`src/rtl/fetch_unit_pkg.sv`:
```
// Shared types and constants for the instruction-fetch stage.
// Fetch FSM encodings, data width and PC helpers live here.
package fetch_unit_pkg;

  localparam int unsigned DATA_SIZE = 32;
  localparam logic [DATA_SIZE-1:0] PC_INC = 32'd4;
  localparam logic [DATA_SIZE-1:0] DEF_NOP_INST = 32'h0000_0013;
  localparam logic [DATA_SIZE-1:0] PC_ALIGN_MASK = 32'h0000_0003;

  typedef enum logic [1:0] {
    FS_IDLE  = 2'd0,
    FS_FETCH = 2'd1,
    FS_WAIT  = 2'd2,
    FS_HOLD  = 2'd3
  } fetch_state_e;

  // Branch targets are word-aligned by silently clearing the low two bits.
  function automatic logic [DATA_SIZE-1:0] align_pc(input logic [DATA_SIZE-1:0] addr);
    return addr & ~PC_ALIGN_MASK;
  endfunction

endpackage

```
`src/rtl/fetch_unit_ifid_reg.sv`:
```
// IF/ID pipeline register: flush beats load, load beats hold, otherwise the
// valid bit drops while pc/inst keep their last values.
module ifid_reg
  import fetch_unit_pkg::*;
#(
  parameter logic [DATA_SIZE-1:0] NOP_INST = DEF_NOP_INST
) (
  input  logic                 clk,
  input  logic                 rst_n,
  input  logic                 flush,
  input  logic                 load,
  input  logic                 stall,
  input  logic [DATA_SIZE-1:0] load_pc,
  input  logic [DATA_SIZE-1:0] load_inst,
  output logic                 id_valid,
  output logic [DATA_SIZE-1:0] id_pc,
  output logic [DATA_SIZE-1:0] id_inst
);

  logic                 valid_q, valid_d;
  logic [DATA_SIZE-1:0] pc_q, pc_d;
  logic [DATA_SIZE-1:0] inst_q, inst_d;

  always_comb begin
    valid_d = valid_q;
    pc_d    = pc_q;
    inst_d  = inst_q;
    if (flush) begin
      // id_pc is deliberately left alone so the branch unit sees a stable pc.
      valid_d = 1'b0;
      inst_d  = NOP_INST;
    end else if (load) begin
      valid_d = 1'b1;
      pc_d    = load_pc;
      inst_d  = load_inst;
    end else if (!stall) begin
      valid_d = 1'b0;
    end
  end

  always_ff @(posedge clk or negedge rst_n) begin
    if (!rst_n) begin
      valid_q <= 1'b0;
      pc_q    <= '0;
      inst_q  <= NOP_INST;
    end else begin
      valid_q <= valid_d;
      pc_q    <= pc_d;
      inst_q  <= inst_d;
    end
  end

  assign id_valid = valid_q;
  assign id_pc    = pc_q;
  assign id_inst  = inst_q;

endmodule

```
`src/rtl/fetch_unit.sv`:
```
// Instruction-fetch stage: PC, single-outstanding imem requests, stall hold
// buffer and branch redirect with stale-response dropping.
//
// imem handshake: a request transfers on a cycle where imem_req && imem_ready;
// imem_req/imem_addr stay stable until then. The single response is the one
// cycle imem_valid pulse observed in FS_WAIT; imem_valid anywhere else is ignored.
module fetch_unit
  import fetch_unit_pkg::*;
#(
  parameter logic [DATA_SIZE-1:0] RESET_PC = 32'h0000_0000,
  parameter logic [DATA_SIZE-1:0] NOP_INST = DEF_NOP_INST
) (
  input  logic                 clk,
  input  logic                 rst_n,
  input  logic                 stall,
  input  logic                 branchFlag,
  input  logic [DATA_SIZE-1:0] branchAddr,
  output logic                 imem_req,
  output logic [DATA_SIZE-1:0] imem_addr,
  input  logic                 imem_ready,
  input  logic                 imem_valid,
  input  logic [DATA_SIZE-1:0] imem_rdata,
  output logic                 id_valid,
  output logic [DATA_SIZE-1:0] id_pc,
  output logic [DATA_SIZE-1:0] id_inst,
  output fetch_state_e         dbg_state
);

  fetch_state_e         state_q, state_d;
  logic [DATA_SIZE-1:0] pc_q, pc_d;
  logic [DATA_SIZE-1:0] fetch_pc_q, fetch_pc_d;
  logic                 drop_q, drop_d;
  logic                 hold_valid_q, hold_valid_d;
  logic [DATA_SIZE-1:0] hold_pc_q, hold_pc_d;
  logic [DATA_SIZE-1:0] hold_inst_q, hold_inst_d;

  logic                 ifid_load;
  logic [DATA_SIZE-1:0] ifid_pc;
  logic [DATA_SIZE-1:0] ifid_inst;

  always_comb begin
    state_d      = state_q;
    pc_d         = pc_q;
    fetch_pc_d   = fetch_pc_q;
    drop_d       = drop_q;
    hold_valid_d = hold_valid_q;
    hold_pc_d    = hold_pc_q;
    hold_inst_d  = hold_inst_q;
    ifid_load    = 1'b0;
    ifid_pc      = fetch_pc_q;
    ifid_inst    = imem_rdata;

    unique case (state_q)
      FS_IDLE: state_d = FS_FETCH;
      FS_FETCH: begin
        if (imem_ready) begin
          fetch_pc_d = pc_q;
          pc_d       = pc_q + PC_INC;
          state_d    = FS_WAIT;
        end
      end
      FS_WAIT: begin
        if (imem_valid) begin
          state_d = FS_FETCH;
          if (drop_q) begin
            drop_d = 1'b0;
          end else if (!stall) begin
            ifid_load = 1'b1;
          end else begin
            hold_valid_d = 1'b1;
            hold_pc_d    = fetch_pc_q;
            hold_inst_d  = imem_rdata;
            state_d      = FS_HOLD;
          end
        end
      end
      FS_HOLD: begin
        if (!stall && hold_valid_q) begin
          ifid_load    = 1'b1;
          ifid_pc      = hold_pc_q;
          ifid_inst    = hold_inst_q;
          hold_valid_d = 1'b0;
          state_d      = FS_FETCH;
        end
      end
      default: state_d = FS_IDLE;
    endcase

    // A taken branch overrides everything above, including stall.
    if (branchFlag) begin
      pc_d         = align_pc(branchAddr);
      hold_valid_d = 1'b0;
      unique case (state_q)
        FS_FETCH: begin
          if (imem_ready) begin
            state_d = FS_WAIT;
            drop_d  = 1'b1;
          end else begin
            state_d = FS_FETCH;
          end
        end
        FS_WAIT: begin
          if (imem_valid) begin
            state_d = FS_FETCH;
            drop_d  = 1'b0;
          end else begin
            state_d = FS_WAIT;
            drop_d  = 1'b1;
          end
        end
        default: state_d = FS_FETCH;
      endcase
    end
  end

  always_ff @(posedge clk or negedge rst_n) begin
    if (!rst_n) begin
      state_q      <= FS_IDLE;
      pc_q         <= RESET_PC;
      fetch_pc_q   <= '0;
      drop_q       <= 1'b0;
      hold_valid_q <= 1'b0;
      hold_pc_q    <= '0;
      hold_inst_q  <= '0;
    end else begin
      state_q      <= state_d;
      pc_q         <= pc_d;
      fetch_pc_q   <= fetch_pc_d;
      drop_q       <= drop_d;
      hold_valid_q <= hold_valid_d;
      hold_pc_q    <= hold_pc_d;
      hold_inst_q  <= hold_inst_d;
    end
  end

  assign imem_req  = (state_q == FS_FETCH);
  assign imem_addr = pc_q;
  assign dbg_state = state_q;

  ifid_reg #(
    .NOP_INST(NOP_INST)
  ) u_ifid_reg (
    .clk      (clk),
    .rst_n    (rst_n),
    .flush    (branchFlag),
    .load     (ifid_load),
    .stall    (stall),
    .load_pc  (ifid_pc),
    .load_inst(ifid_inst),
    .id_valid (id_valid),
    .id_pc    (id_pc),
    .id_inst  (id_inst)
  );

endmodule

```
`config.mk`:
```
export PLATFORM = sky130hd
export DESIGN_NAME = fetch_unit
export DESIGN_NICKNAME = d
export VERILOG_FILES = /design/src/rtl/fetch_unit_pkg.sv /design/src/rtl/fetch_unit_ifid_reg.sv /design/src/rtl/fetch_unit.sv
export SDC_FILE = /design/constraint.sdc
export NUM_CORES = 1
export LEC_CHECK = 0
export BUFFER_PORTS_ARGS = -buffer_cell sky130_fd_sc_hd__buf_2
export CAP_MARGIN = 20
export CORE_MARGIN = 3
export CORE_UTILIZATION = 53
export CTS_CLUSTER_SIZE = 25
export DETAILED_ROUTE_END_ITERATION = 16
export GPL_TIMING_DRIVEN = 0
export PLACE_DENSITY_LB_ADDON = 0.25
export SYNTH_ARGS = -nofsm -noshare
export SYNTH_HDL_FRONTEND = slang
export SYNTH_SLANG_ARGS = --single-unit
```
`constraint.sdc`:
```
create_clock -name clk -period 2.8 [get_ports clk]
set_input_delay 0.42 -clock clk [delete_from_list [all_inputs] [get_ports clk]]
set_output_delay 0.42 -clock clk [all_outputs]
set_load 0.05 [all_outputs]
```
==> results.ini <==
[timing]
final-max-slew-violation-count = 0
relSlewSlack_pct = 33.28
rsz0062_at_grt = no
tightest_slew_ps = 991.6
max_freq_mhz = 391.3
setup_viol = 0
hold_viol_final = 0
fin_skew_ps = 8.036
post-route-period-util_pct = 91.27
setup_tns_ps = 0
fin_crit_ps = 2555

[clocking]
clock-sinks = 189
clockBufferDepth = 2
worst_skew_pair.late_latency_ps = 430
cts_tree = built
cts_root_buf = clkbuf_16
cts_made_buffers = 17
cts.clk_slew.worst_paths_ps = 70
h-tree-depth = 4

[synth]
synth_edf_count = 0
ys.flop_type = dfrtp_1
synthesis.area_um2 = 8462
synthArstFlopShare_pct = 100.0
synth_warnings = 0
syn_inst = 731
ys_seq_area_share_pct = 55.94
synth_cell_types = 43
synth_seq_cells = 189
syn_area_per_cell_um2 = 11.58

[cells_and_area]
final_cell_mix = 186 x dfrtp_1, 166 x buf_2, 88 x mux2_2
num_antenna_cells = 0
area_growth_pct = 21.59
fin_cells = 1142
layout_commonest_cell = dfrtp_1
finalNetCount = 994
drive_gt1_share_pct = 32.12

[pwr]
clockPowerShare_pct = 27.0
irDropWorstVdd_mv = 0.5550
sw_frac_of_total_pct = 36.34
p_seq_share_pct = 41.4
p_leak_nw = 5.131
p_int_mw = 6.512
powerDensity_nw_per_um2 = 994.3
power_switching_mw = 3.718
pwr-share-comb_pct = 31.7

[setup_path]
path_cells = inv_1 > ha_2 > nand3_2 > or4_1 > buf_2 > clkbuf_1 > o31ai_1 > a31oi_1
critical_path_cell_count = 8
critPathArrivalTime_ps = 2830
max_stage_delay_ps = 520
crit_path_end_kind = flip-flop
crit_fanout = 10
start_kind = flip-flop
worstRegToRegCells = 8
cp.required_ps = 3080
critPathKind = reg2reg
path_delay_family = simple AND/OR/NAND/NOR gates
crit_buf_inv = 3
crit_slowest_cell = or4_1

[floorplanning]
ios = 170
die_w_um = 132.4
die_area_um2 = 17520
core_area_um2 = 15430
rows = 45
die_y_um = 132.4
start_util_pct = 54.85

[route]
num_vias = 6386
drtIter0Drc = 402
ant_nets = 0
drcViolationCount = 0
wire_per_inst_um = 18.03
wirelength_mm = 20.59
dr.pass1.iters = 5
vias_per_cell = 5.592

[global_route]
met1_usage_pct = 30.34
top_usage_layer = met2
grt_pass1_wl_mm = 33.57
gr-total-overflow = 0
grt.total_usage_pct = 24.09
grt_pass1_vias = 6605
met2_usage_pct = 39.28
gr-usage-met3_pct = 7.519
antenna_found_initial = 2
grt_max_degree = 107

[worst_hold_path]
hp-class = in2reg
hold_depth = 3

[placement]
place_inst = 1109
place_hpwl_mm = 14.58
portBuffers = 162
gp_congestion = 0.8536

[run_status]
status = complete, no violations

[run]
maxCapViolations = 0

[sequential cells by signal, summed over array words and instances (netlist names)]
| signal | cells |
|---|---|
| fetch_pc_q | 30 |
| hold_valid_q | 1 |
| u_ifid_reg.id_valid | 1 |
| hold_inst_q | 32 |
| u_ifid_reg.id_pc | 30 |
| dbg_state | 2 |
| u_ifid_reg.id_inst | 32 |
| drop_q | 1 |
| hold_pc_q | 30 |
| imem_addr | 30 |
[power groups by stage]
stage	clock network [mW]	registers [mW]	logic, mW
floorplan	0	5.23	1.41
global placement	0	4.22	3.17
detailed placement	0	4.28	3.25
CTS	2.81	4.23	3.27
global route	2.91	4.36	3.52
finish	2.76	4.23	3.24
[layout make-up]
class                           instances  area, um2
Fill cell                            1242       5139
Sequential cell                       189       4733
Multi-Input combinational cell        483       3493
Timing Repair Buffer                  165      865.8
Clock buffer                           18      439.2
Tap cell                              211      264.0
Clock inverter                         14      239.0
Buffer                                 52      216.5
Inverter                               10      37.54
[path summary, 6_finish.rpt]
path	from	to	slack (ps)
setup / recovery	dbg_state[1]	imem_addr[29]	240
hold / removal	branchAddr[9]	imem_addr[9]	200
setup reg to reg	dbg_state[1]	imem_addr[29]	240
hold reg to reg	u_ifid_reg.id_inst[1]	u_ifid_reg.id_inst[1]	500
max in group asynchronous	rst_n	u_ifid_reg.id_inst[4]	1260
min in group asynchronous	rst_n	u_ifid_reg.id_pc[16]	570
[repair_timing]
| item | CTS | global route |
|---|---|---|
| hold buffers | 1 | 0 |
| buffers inserted | 0 | 0 |
| hold endpoints to repair | 17 | 0 |
| setup endpoints to repair | 0 | 3 |
| resized for setup | 0 | 1 |
[metrics by stage]
step	setup WS, ps	power [mW]	hold slack [ps]	cell area, um2	utilization [%]
floorplan	94.70	6.635	124.4	8476	-
global placement	-1756	7.390	484.7	9550	61.91
detailed placement	270.6	7.522	462.8	9595	62.20
CTS	248.8	10.31	178.1	10280	66.66
global route	82.51	10.78	181.1	10290	66.69
finish	244.6	10.23	195.2	10290	66.69
[worst reg2reg max path: cells and delay by family, from the launching register on]
kind | cells | cell delay [ps]
adder cells (fa/ha/maj) | 1 | 270
flip-flops | 1 | 430
AO/OA/AOI/OAI | 2 | 470
buffers and inverters | 3 | 570
AND/OR/NAND/NOR | 2 | 680
[logic make-up after synthesis]
logic type	after synthesis	share of synthesized area [%]
and+or+nand+nor	182	10.26
xor gates and xnor gates	10	1.035
buffers and inverters	62	3.002
adders and majority gates	6	0.8872
AOI/OAI and AO/OA	130	9.670
muxes	151	19.16
DFF	189	55.94
other	1	0.04432
[cells in the mapped netlist, types with 2 or more instances]
master / instances / area, um2
o311ai_0: 2 / 17.52
nand3b_1: 2 / 15.01
o211ai_1: 5 / 37.54
nor2_1: 78 / 292.8
nor4_1: 2 / 12.51
xor2_1: 5 / 43.79
mux2i_1: 63 / 630.6
clkbuf_1: 40 / 150.1
dfstp_2: 3 / 78.83
nand3_1: 17 / 85.08
o31ai_1: 11 / 82.58
and4_1: 6 / 52.55
mux2_2: 88 / 991.0
nor3_1: 3 / 15.01
dfrtp_1: 186 / 4654
nand2_1: 37 / 138.9
a211oi_1: 30 / 225.2
buf_4: 4 / 30.03
buf_2: 5 / 25.02
nor2b_1: 4 / 25.02
and3_1: 4 / 25.02
nand4_1: 10 / 62.56
or4_1: 14 / 105.1
ha_1: 6 / 75.07
o21ai_0: 23 / 115.1
a31oi_1: 15 / 93.84
inv_1: 10 / 37.54
buf_1: 3 / 11.26
xnor2_1: 5 / 43.79
o21a_1: 2 / 15.01
a21oi_1: 36 / 180.2
[routing by layer]
metal	part of all wire, %	wire (um)
met1	42	8591
met2	48	9867
met3	7.7	1592
met4	2.5	515
met5	0.13	26
Note: power is estimated with default switching activity, not from simulation.
